--- src/rtl/spmv_pkg.sv ---
// Shared definitions for the SpMV Y-vector write path: element width codes,
// AXI encodings, FSM state type and per-width lookup helpers.
package spmv_pkg;

  localparam logic [1:0] W16 = 2'd0;
  localparam logic [1:0] W32 = 2'd1;
  localparam logic [1:0] W64 = 2'd2;

  localparam logic [1:0] AXI_RESP_OKAY  = 2'b00;
  localparam logic [1:0] AXI_BURST_INCR = 2'b01;
  localparam logic [2:0] AXI_SIZE_8B    = 3'd3;
  localparam logic [3:0] AXI_CACHE_BUF  = 4'b0011;

  typedef enum logic [1:0] {
    ST_IDLE  = 2'd0,
    ST_RUN   = 2'd1,
    ST_DRAIN = 2'd2,
    ST_DONE  = 2'd3
  } wr_state_e;

  // Code 3 is not a real width; it behaves as 64-bit.
  function automatic logic [1:0] norm_width(input logic [1:0] code);
    return (code == 2'd3) ? W64 : code;
  endfunction

  function automatic logic [2:0] lanes_of(input logic [1:0] code);
    case (code)
      W16:     return 3'd4;
      W32:     return 3'd2;
      default: return 3'd1;
    endcase
  endfunction

  // log2 of the element size in bytes.
  function automatic logic [2:0] elem_size_log2(input logic [1:0] code);
    case (code)
      W16:     return 3'd1;
      W32:     return 3'd2;
      default: return 3'd3;
    endcase
  endfunction

endpackage

--- src/rtl/yi_beat_packer.sv ---
// Packs right-justified Yi elements into 64-bit beats with byte strobes.
// The closing beat is presented combinationally in the cycle its final element is pushed.
module yi_beat_packer
  import spmv_pkg::*;
(
  input  logic        clk,
  input  logic        rst,
  input  logic        clr_i,
  input  logic [1:0]  wcode_i,
  input  logic        push_i,
  input  logic        last_i,
  input  logic [63:0] data_i,
  output logic        close_o,
  output logic [63:0] beat_data_o,
  output logic [7:0]  beat_strb_o
);

  logic [1:0]  lane_q, lane_d;
  logic [63:0] data_q, data_d;
  logic [7:0]  strb_q, strb_d;

  logic [63:0] elem_mask;
  logic [7:0]  lane_strb;
  logic [5:0]  bit_off;
  logic [2:0]  byte_off;
  logic [2:0]  lanes;

  always_comb begin
    lanes = lanes_of(wcode_i);
    case (wcode_i)
      W16: begin
        elem_mask = 64'h0000_0000_0000_FFFF;
        lane_strb = 8'h03;
        bit_off   = {lane_q, 4'd0};
      end
      W32: begin
        elem_mask = 64'h0000_0000_FFFF_FFFF;
        lane_strb = 8'h0F;
        bit_off   = {lane_q[0], 5'd0};
      end
      default: begin
        elem_mask = 64'hFFFF_FFFF_FFFF_FFFF;
        lane_strb = 8'hFF;
        bit_off   = 6'd0;
      end
    endcase
    byte_off = bit_off[5:3];

    // Merge the incoming element into the partially filled beat.
    beat_data_o = data_q | ((data_i & elem_mask) << bit_off);
    beat_strb_o = strb_q | (lane_strb << byte_off);
    close_o     = push_i & (({1'b0, lane_q} == (lanes - 3'd1)) | last_i);
  end

  always_comb begin
    lane_d = lane_q;
    data_d = data_q;
    strb_d = strb_q;
    if (push_i) begin
      if (close_o) begin
        lane_d = 2'd0;
        data_d = 64'd0;
        strb_d = 8'd0;
      end else begin
        lane_d = lane_q + 2'd1;
        data_d = beat_data_o;
        strb_d = beat_strb_o;
      end
    end
  end

  always_ff @(posedge clk) begin
    if (rst || clr_i) begin
      lane_q <= 2'd0;
      data_q <= 64'd0;
      strb_q <= 8'd0;
    end else begin
      lane_q <= lane_d;
      data_q <= data_d;
      strb_q <= strb_d;
    end
  end

endmodule

--- src/rtl/yi_writer.sv ---
// Collects Yi result elements, packs them into 64-bit beats and writes them to Y memory
// as single-beat AXI4 bursts, limiting the number of writes awaiting a B response.
module yi_writer
  import spmv_pkg::*;
#(
  parameter logic [31:0] YVAL_BASE_ADDR  = 32'h4000_0000,
  parameter int          MAX_OUTSTANDING = 4,
  parameter int          ADDR_WIDTH      = 48
) (
  input  logic                  clk,
  input  logic                  rst,
  input  logic                  Write_Begin,
  input  logic [31:0]           Write_Length,
  input  logic [1:0]            Ctrl_sig_Y,
  input  logic                  Yi_valid,
  output logic                  Yi_ready,
  input  logic [63:0]           Yi_data,
  output logic                  Write_Done,
  output logic                  Write_Err,
  output logic [0:0]            m_axi_Yi_awid,
  output logic [ADDR_WIDTH-1:0] m_axi_Yi_awaddr,
  output logic [7:0]            m_axi_Yi_awlen,
  output logic [2:0]            m_axi_Yi_awsize,
  output logic [1:0]            m_axi_Yi_awburst,
  output logic                  m_axi_Yi_awlock,
  output logic [3:0]            m_axi_Yi_awcache,
  output logic [2:0]            m_axi_Yi_awprot,
  output logic [3:0]            m_axi_Yi_awqos,
  output logic                  m_axi_Yi_awvalid,
  input  logic                  m_axi_Yi_awready,
  output logic [63:0]           m_axi_Yi_wdata,
  output logic [7:0]            m_axi_Yi_wstrb,
  output logic                  m_axi_Yi_wlast,
  output logic                  m_axi_Yi_wvalid,
  input  logic                  m_axi_Yi_wready,
  input  logic [0:0]            m_axi_Yi_bid,
  input  logic [1:0]            m_axi_Yi_bresp,
  input  logic                  m_axi_Yi_bvalid,
  output logic                  m_axi_Yi_bready
);

  localparam logic [ADDR_WIDTH-1:0] BASE_ADDR  = ADDR_WIDTH'(YVAL_BASE_ADDR);
  localparam logic [ADDR_WIDTH-1:0] BEAT_BYTES = ADDR_WIDTH'(8);
  localparam logic [3:0]            MAX_OUT    = 4'(MAX_OUTSTANDING);

  wr_state_e state_q, state_d;

  logic [31:0]           len_q, len_d;
  logic [1:0]            wcode_q, wcode_d;
  logic [31:0]           acc_q, acc_d;
  logic [ADDR_WIDTH-1:0] addr_q, addr_d;
  logic [3:0]            outst_q, outst_d;
  logic                  err_q, err_d;
  logic                  pend_q, pend_d;
  logic                  issued_q, issued_d;
  logic                  aw_done_q, aw_done_d;
  logic                  w_done_q, w_done_d;
  logic                  awvalid_q, awvalid_d;
  logic                  wvalid_q, wvalid_d;
  logic [ADDR_WIDTH-1:0] awaddr_q, awaddr_d;
  logic [63:0]           wdata_q, wdata_d;
  logic [7:0]            wstrb_q, wstrb_d;

  logic        start, push, last_elem, slot;
  logic        aw_hs, w_hs, b_hs, pend_clr;
  logic        close;
  logic [63:0] beat_data;
  logic [7:0]  beat_strb;

  assign start     = (state_q == ST_IDLE) && Write_Begin;
  assign push      = Yi_valid && Yi_ready;
  assign last_elem = (acc_q == (len_q - 32'd1));
  assign slot      = (outst_q < MAX_OUT);
  assign aw_hs     = awvalid_q && m_axi_Yi_awready;
  assign w_hs      = wvalid_q && m_axi_Yi_wready;
  assign b_hs      = m_axi_Yi_bvalid && m_axi_Yi_bready;
  // A beat retires once both its address and data have been accepted, in either order.
  assign pend_clr  = pend_q && (aw_hs || aw_done_q) && (w_hs || w_done_q);

  yi_beat_packer u_packer (
    .clk         (clk),
    .rst         (rst),
    .clr_i       (start),
    .wcode_i     (wcode_q),
    .push_i      (push),
    .last_i      (last_elem),
    .data_i      (Yi_data),
    .close_o     (close),
    .beat_data_o (beat_data),
    .beat_strb_o (beat_strb)
  );

  always_ff @(posedge clk) begin
    if (rst) state_q <= ST_IDLE;
    else     state_q <= state_d;
  end

  always_comb begin
    state_d = state_q;
    case (state_q)
      ST_IDLE:  if (Write_Begin) state_d = (Write_Length == 32'd0) ? ST_DONE : ST_RUN;
      ST_RUN:   if (pend_clr && (acc_q == len_q)) state_d = ST_DRAIN;
      ST_DRAIN: if (outst_q == 4'd0) state_d = ST_DONE;
      ST_DONE:  state_d = ST_IDLE;
      default:  state_d = ST_IDLE;
    endcase
  end

  always_comb begin
    Yi_ready        = 1'b0;
    m_axi_Yi_bready = 1'b0;
    Write_Done      = 1'b0;
    case (state_q)
      ST_RUN: begin
        Yi_ready        = !pend_q && (acc_q < len_q);
        m_axi_Yi_bready = 1'b1;
      end
      ST_DRAIN: m_axi_Yi_bready = 1'b1;
      ST_DONE: begin
        m_axi_Yi_bready = 1'b1;
        Write_Done      = 1'b1;
      end
      default: ;
    endcase
  end

  always_comb begin
    len_d     = len_q;
    wcode_d   = wcode_q;
    acc_d     = acc_q;
    addr_d    = addr_q;
    outst_d   = outst_q;
    err_d     = err_q;
    pend_d    = pend_q;
    issued_d  = issued_q;
    aw_done_d = aw_done_q;
    w_done_d  = w_done_q;
    awvalid_d = awvalid_q;
    wvalid_d  = wvalid_q;
    awaddr_d  = awaddr_q;
    wdata_d   = wdata_q;
    wstrb_d   = wstrb_q;

    if (start) begin
      len_d   = Write_Length;
      wcode_d = norm_width(Ctrl_sig_Y);
      acc_d   = 32'd0;
      addr_d  = BASE_ADDR;
      err_d   = 1'b0;
    end

    if (push) acc_d = acc_q + 32'd1;

    // A closed beat issues at once when a slot is free, otherwise waits for a B to free one.
    if (push && close) begin
      pend_d   = 1'b1;
      awaddr_d = addr_q;
      addr_d   = addr_q + BEAT_BYTES;
      wdata_d  = beat_data;
      wstrb_d  = beat_strb;
      if (slot) begin
        awvalid_d = 1'b1;
        wvalid_d  = 1'b1;
        issued_d  = 1'b1;
      end
    end else if (pend_q && !issued_q && slot) begin
      awvalid_d = 1'b1;
      wvalid_d  = 1'b1;
      issued_d  = 1'b1;
    end

    if (aw_hs) begin
      awvalid_d = 1'b0;
      aw_done_d = 1'b1;
    end
    if (w_hs) begin
      wvalid_d = 1'b0;
      w_done_d = 1'b1;
    end
    if (pend_clr) begin
      pend_d    = 1'b0;
      issued_d  = 1'b0;
      aw_done_d = 1'b0;
      w_done_d  = 1'b0;
    end

    case ({aw_hs, b_hs})
      2'b10:   outst_d = outst_q + 4'd1;
      2'b01:   outst_d = outst_q - 4'd1;
      default: ;
    endcase

    if (b_hs && (m_axi_Yi_bresp != AXI_RESP_OKAY)) err_d = 1'b1;
  end

  always_ff @(posedge clk) begin
    if (rst) begin
      len_q     <= 32'd0;
      wcode_q   <= W16;
      acc_q     <= 32'd0;
      addr_q    <= '0;
      outst_q   <= 4'd0;
      err_q     <= 1'b0;
      pend_q    <= 1'b0;
      issued_q  <= 1'b0;
      aw_done_q <= 1'b0;
      w_done_q  <= 1'b0;
      awvalid_q <= 1'b0;
      wvalid_q  <= 1'b0;
      awaddr_q  <= '0;
      wdata_q   <= 64'd0;
      wstrb_q   <= 8'd0;
    end else begin
      len_q     <= len_d;
      wcode_q   <= wcode_d;
      acc_q     <= acc_d;
      addr_q    <= addr_d;
      outst_q   <= outst_d;
      err_q     <= err_d;
      pend_q    <= pend_d;
      issued_q  <= issued_d;
      aw_done_q <= aw_done_d;
      w_done_q  <= w_done_d;
      awvalid_q <= awvalid_d;
      wvalid_q  <= wvalid_d;
      awaddr_q  <= awaddr_d;
      wdata_q   <= wdata_d;
      wstrb_q   <= wstrb_d;
    end
  end

  assign Write_Err        = err_q;
  assign m_axi_Yi_awid    = 1'b0;
  assign m_axi_Yi_awaddr  = awaddr_q;
  assign m_axi_Yi_awlen   = 8'd0;
  assign m_axi_Yi_awsize  = AXI_SIZE_8B;
  assign m_axi_Yi_awburst = AXI_BURST_INCR;
  assign m_axi_Yi_awlock  = 1'b0;
  assign m_axi_Yi_awcache = AXI_CACHE_BUF;
  assign m_axi_Yi_awprot  = 3'd0;
  assign m_axi_Yi_awqos   = 4'd0;
  assign m_axi_Yi_awvalid = awvalid_q;
  assign m_axi_Yi_wdata   = wdata_q;
  assign m_axi_Yi_wstrb   = wstrb_q;
  assign m_axi_Yi_wlast   = 1'b1;
  assign m_axi_Yi_wvalid  = wvalid_q;

  logic unused_bid;
  assign unused_bid = m_axi_Yi_bid[0];

endmodule
--- config.mk ---
export PLATFORM = sky130hd
export DESIGN_NAME = yi_writer
export DESIGN_NICKNAME = d
export VERILOG_FILES = /design/src/rtl/spmv_pkg.sv /design/src/rtl/yi_beat_packer.sv /design/src/rtl/yi_writer.sv
export SDC_FILE = /design/constraint.sdc
export NUM_CORES = 1
export LEC_CHECK = 0
export ABC_AREA = 0
export CAP_MARGIN = 20
export CORE_ASPECT_RATIO = 0.75
export CORE_UTILIZATION = 25
export DETAILED_ROUTE_END_ITERATION = 7
export DONT_BUFFER_PORTS = 1
export PLACE_DENSITY = 0.45
export SYNTH_ARGS = -nofsm -noshare
export SYNTH_HDL_FRONTEND = slang
export SYNTH_HIERARCHICAL = 1
export SYNTH_SLANG_ARGS = --single-unit
--- constraint.sdc ---
create_clock -name clk -period 5.2 [get_ports clk]
set_input_delay 1.04 -clock clk [delete_from_list [all_inputs] [get_ports clk]]
set_output_delay 1.04 -clock clk [all_outputs]
set_load 0.02 [all_outputs]
Word level (Yosys, flattened, before mapping)

Index checks and enable logic that the tools add are counted.

Shift operators: 2
Add/subtract/negate cells: 7
Muxes and demuxes: 26
Reductions and logical operators: 34
Equality and inequality tests: 14
Bitwise logic cells: 5
Order comparisons: 2

Operators by type and width:

| kind                  | number |
|---|---|
| $pmux 64 s2           | 1 |
| $mux 48               | 2 |
| $and 64x64->64        | 1 |
| $eq 32x32->1          | 2 |
| $mux 32               | 2 |
| $mux 64               | 1 |
| $or 64x64->64         | 1 |
| $shl 64x6->64         | 1 |
| $add 48x4->48 const B | 1 |
| $add 32x1->32 const B | 1 |
| $logic_not 32->1      | 1 |
| $lt 32x32->1          | 1 |
| $sub 32x1->32 const B | 1 |
| $pmux 8 s2            | 1 |
| $logic_and 1x1->1     | 13 |
| $mux 2                | 6 |
| $pmux 6 s2            | 1 |
| $reduce_bool 2->1     | 6 |
| $eq 2x2->1 const B    | 4 |
| $mux 1                | 8 |
| $mux 8                | 1 |
| $ne 2x2->1 const B    | 4 |
| $or 8x8->8            | 1 |
| $pmux 2 s4            | 1 |
| 20 further kinds      | 28 |

Word-level logic and storage cells: 109
Flip-flop bits (word level): 321
Output and inout port bits: 153

Logic depth before layout (Yosys ltp)

Depth in word-level cells: 9
Depth in mapped cells: 19
Mapped depth without buffers: 16

Hierarchy

The synthesis kept the hierarchy.

Modules (own cells, without submodules):

| module         | area an instance (µm²) | times used | cells an instance |
|---|---|---|---|
| yi_writer      | 12142.9                | 1          | 1591 |
| yi_beat_packer | 3654.8                 | 1          | 460 |

Worst setup path before layout

No wires, ideal clock.

Path type: flip-flop to flip-flop
Start point: register len_q[1]
End point: register addr_q[24]
Path buffers: 2
Stages on the path, launching flop included: 18
Required time: 5.138 ns
Data arrival time: 3.851 ns
Path slack: 1.287 ns
Clock period less this slack: 3.913 ns
Path through: dfxtp_1 > inv_1 > ha_1 > nor3b_2 > nand4_1 > or3_1 > a32o_1 > a2111oi_1 > nand4b_1 > nor4b_2 > a31oi_1 > o22ai_1 > nand2_1 > or4_4 > buf_6 > buf_6 > or3_1 > nand3_1

Elaborated cells between the ends (all ways): 11
Classes of those cells: add/sub: 1; order compare: 1; eq/ne: 1; mux: 2; bitwise: 2; reduce/logical: 4

RTL lines:

| element                                      | line                 | text |
|---|---|---|
| from (decl)                                  | yi_writer.sv:48      | `logic [31:0] len_q, len_d;` |
| from (signal assigned)                       | yi_writer.sv:214     | `len_q <= len_d;` |
| $sub 32x1->32 *                              | yi_writer.sv:72      | `assign last_elem = (acc_q == (len_q - 32'd1));` |
| $eq 32x32->1 *                               | yi_writer.sv:72      |  |
| net last_elem                                | yi_writer.sv:64      | `logic start, push, last_elem, slot;` |
| $or 1x1->1 *                                 | yi_beat_packer.sv:52 | `close_o = push_i & (({1'b0, lane_q} == (lanes - 3'd1)) \| last_i);` |
| $and 1x1->1 *                                | yi_beat_packer.sv:52 |  |
| net close                                    | yi_writer.sv:66      | `logic close;` |
| $logic_and 1x1->1 *                          | yi_writer.sv:155     | `if (push && close) begin` |
| $mux 48 or $reduce_bool 2->1 (tied branches) | n/a                  |  |
| to (signal assigned)                         | yi_writer.sv:217     | `addr_q <= addr_d;` |
| to (decl)                                    | yi_writer.sv:51      | `logic [ADDR_WIDTH-1:0] addr_q, addr_d;` |

The timed path passes the listed nets; every way through them passes the cells marked *.
A chain may end at the register's enable or synchronous reset.

Worst setup path after layout

Start point: register len_q[1]
End point: register addr_q[46]

The elaborated chain is that of the path after synthesis.

==> impl_metrics.ini <==
[pwr]
cellPowerDensity_nw_per_um2 = 380
swShare_pct = 32.7
p_leak_nw = 6.09
switchingPower_w = 0.00220
p_clk_share_pct = 38.2
seqPwrFrac_pct = 39.0
vdd_ir_drop_max_uv = 154
p_int_w = 0.00453
combPwrFrac_pct = 22.8

[critical_path]
crit_arrival_ns = 5.31
rr_worst_depth = 19
crit_required_ns = 5.67
cp_max_fo = 5
start_kind = flip-flop
reg2reg_slack_ns = 0.36
crit_family = simple AND/OR/NAND/NOR gates
crit-reg2reg-launch = len_q[1]
worst_path_max_delay_cell = or4_1
crit_path_end_kind = flip-flop
crit_buf_inv = 4
r2r_end = addr_q[46]
crit_chain = inv_1 > ha_1 > nor3b_2 > nand4_1 > or3_1 > a32o_1 > a2111oi_1 > nand4b_1 > nor4b_2 > buf_4 > a31oi_1 > o22ai_1 > buf_4 > nand2_1 > nor4_2 > buf_4 > nand2_4 > or4_1 > a31oi_1
max_stage_delay_ns = 0.51
crit_top_cell = buf_4
crit_type = reg -> reg

[clocking]
path_clk_slew_ns = 0.06
clockBufferDepth = 3
cts_tree = yes
htreeDepth = 2
cts_sinks = 315
cts_buffers = 37
clock_latency_ns = 0.55
cts_root_buf = clkbuf_16
cts_setup_buffers = 0

[final_layout]
final_common_cell = nand2_1
finalNonFillerCells = 2830
drive_above_1_share_pct = 6.19
area_growth_pct = 12.2
layout_common_cells = nand2_1, dfxtp_1, a21oi_1
fin_nets = 2144

[yosys]
synthCells = 2051
synth_top_family_by_area = simple AND/OR/NAND/NOR gates
ys_warn_count = 6
syn_area_um2 = 15800
async_flop_share_pct = 0
yosys.area_share.simple_pct = 24.7
synth.distinct_cells = 75
yosysSeqAreaShare_pct = 39.9
synth_fa_ha_area_share_pct = 3.53
synth_area_per_cell_um2 = 7.70
synth_compound_area_share_pct = 20.7
synth_xor_area_share_pct = 2.83
yosys_most_used_dff = dfxtp_1
synth_enable_flop_cells = 0
synth_mux_area_share_pct = 1.40
synth-seq-cells = 315

[routing]
ant_nets = 0
drc = 0
avgViaCountPerCell = 5.06
wl_per_cell_um = 18.8
drt_wl_total_um = 53300
drtPass1Iterations = 5
vias = 14300
drt_iter0_drc = 1056

[hold_path]
hold_class = reg -> reg
min_path_cells = 2
min_to = u_packer/strb_q[4]
hp-start = u_packer/strb_q[4]

[timing]
final-setup-viol-count = 0
grt_setup_unrepaired = no
min_period_ns = 4.84
worst_pin_slew_ns = 1.10
period_share_pct = 93.2
fin_setup_tns_ns = 0
slew_headroom_pct = 26.3
finalMaxSlewViolations = 0
hold_viol_final = 0
clock_skew_ns = 0.0241
clock.fmax_mhz = 206
hold_slack_ns = 0.440

[floorplan]
num_io_pins = 261
rows = 79
dieArea_um2 = 64200
core_um2 = 62300
start_util_pct = 25.4
die_w_um = 292
die_h_um = 220

[run_status]
outcome = finished clean

[grt]
overflow = 0
grt_pass1_wl_um = 79500
track_usage_pct = 15.9
antenna_found_initial = 6
grt_max_degree = 176
first_global_vias = 13300

[placed_design]
dpl.hpwl_um = 37300
port_buffers = 0
dp.cells = 2760
gp_congestion = 0.833

[run]
maxCapViolations = 0
-- power by group through the flow --
| stage | registers, W | clock network, W | logic [W] |
|---|---|---|---|
| 4_1_cts | 0.00263 | 0.00268 | 0.00151 |
| 6_report | 0.00262 | 0.00257 | 0.00154 |
| 3_3_place_gp | 0.00268 | 0 | 0.00147 |
| 5_1_grt | 0.00264 | 0.00277 | 0.00170 |
| 3_5_place_dp | 0.00269 | 0 | 0.00150 |
| 2_1_floorplan | 0.00262 | 0 | 0.00117 |
-- worst register-to-register path, stage by stage, from the launching register on --
cell and delay, ns:
dfxtp_1 0.35, inv_1 0.10, ha_1 0.20, nor3b_2 0.38, nand4_1 0.22, or3_1 0.41
a32o_1 0.24, a2111oi_1 0.37, nand4b_1 0.21, nor4b_2 0.35, buf_4 0.18, a31oi_1 0.07
o22ai_1 0.21, buf_4 0.14, nand2_1 0.14, nor4_2 0.24, buf_4 0.22, nand2_4 0.07
or4_1 0.51, a31oi_1 0.16
-- worst max-delay path by stage --
stage	start	end	cells after the start	slack (ns)
finish	len_q[1]	addr_q[46]	19	0.36
floorplan	len_q[1]	addr_q[24]	17	1.29
detailed placement	len_q[1]	addr_q[46]	19	0.29
global placement	len_q[1]	addr_q[33]	20	0.38
global route	len_q[1]	addr_q[46]	19	0.05
CTS	len_q[1]	addr_q[46]	19	0.25
-- synth_stat cells (all sizes together), types with 3 or more instances --
library cell | n | area (um^2)
buf | 86 | 527
a22oi | 16 | 120
ha | 43 | 538
nor3 | 42 | 210
clkbuf | 79 | 297
inv | 68 | 255
a31oi | 24 | 150
nand2b | 22 | 138
o22ai | 7 | 43.8
xor2 | 21 | 184
nor4 | 31 | 245
nand3b | 5 | 37.5
dfxtp | 315 | 6310
o22a | 4 | 35.0
a21o | 45 | 338
a21oi | 249 | 1250
and2 | 3 | 18.8
nor3b | 18 | 140
a211oi | 4 | 42.5
nor2b | 6 | 37.5
mux2i | 21 | 210
a221o | 19 | 190
nand4b | 4 | 35.0
a221oi | 19 | 166
o21a | 7 | 52.6
nand3 | 58 | 290
nand2 | 423 | 1590
and3 | 13 | 81.3
xnor2 | 30 | 263
a22o | 6 | 52.6
and4 | 7 | 61.3
o21bai | 5 | 41.3
or3 | 29 | 181
or2 | 6 | 37.5
o211ai | 4 | 30.0
or4 | 7 | 56.3
o21ai | 116 | 581
nor2 | 125 | 469
nand4 | 33 | 213
-- flip-flops by register name, summed over array words and instances (netlist names), 2 cells and up --
| register | flops |
|---|---|
| u_packer/lane_q | 2 |
| m_axi_Yi_wdata | 64 |
| len_q | 32 |
| m_axi_Yi_awaddr | 45 |
| wcode_q | 2 |
| outst_q | 4 |
| state_q | 2 |
| m_axi_Yi_wstrb | 8 |
| addr_q | 45 |
| u_packer/data_q | 64 |
| u_packer/strb_q | 8 |
| acc_q | 32 |
-- metrics by stage --
step	cell area [um^2]	power, W	utilization (%)	setup slack (ns)
finish	17700	0.00673	28.5	0.355
global route	17700	0.00710	28.5	0.0498
CTS	17700	0.00682	28.4	0.249
detailed placement	16500	0.00419	26.5	0.286
global placement	16500	0.00416	26.5	0.377
floorplan	15900	0.00379	-	1.29
-- logic make-up (layout without fill, tap and decap cells) --
| group | Yosys count | after routing |
|---|---|---|
| AOI/OAI and AO/OA | 545 | 546 |
| xor gates and xnor gates | 51 | 51 |
| adders and majority gates | 44 | 44 |
| buffers and inverters | 234 | 173 |
| DFF | 315 | 315 |
| muxes | 22 | 22 |
| other | 2 | 31 |
| and+or+nand+nor | 838 | 838 |
-- metal layers --
metal / vias up / share of wire, % / track usage [%] / routed length (um)
met2: 398 / 44 / 24.6 / 23300
met5: - / 0.12 / 0 / 62
met4: 10 / 1.8 / 3.75 / 977
met3: 68 / 8.2 / 5.41 / 4400
li1: 6992 / - / - / -
met1: 6850 / 46 / 21.0 / 24600
-- layout make-up --
class                      count  area (um^2)
fill                        6751        44500
timing repair buffer          38          375
clock buffer                  54         1070
antenna                        1         2.50
tap                          810         1010
sequential                   315         6310
multi-input combinational   1531         8600
inverter                      69          259
clock inverter                12         98.8
-- timing repair --
| item | 4_1_cts | 5_1_grt |
|---|---|---|
| hold buffers | 0 | 0 |
| hold endpoints to repair | 0 | 0 |
| endpoints found under the setup margin | 0 | 12 |
| gates resized for setup | 0 | 1 |
Power figures use the tool's default switching activity.
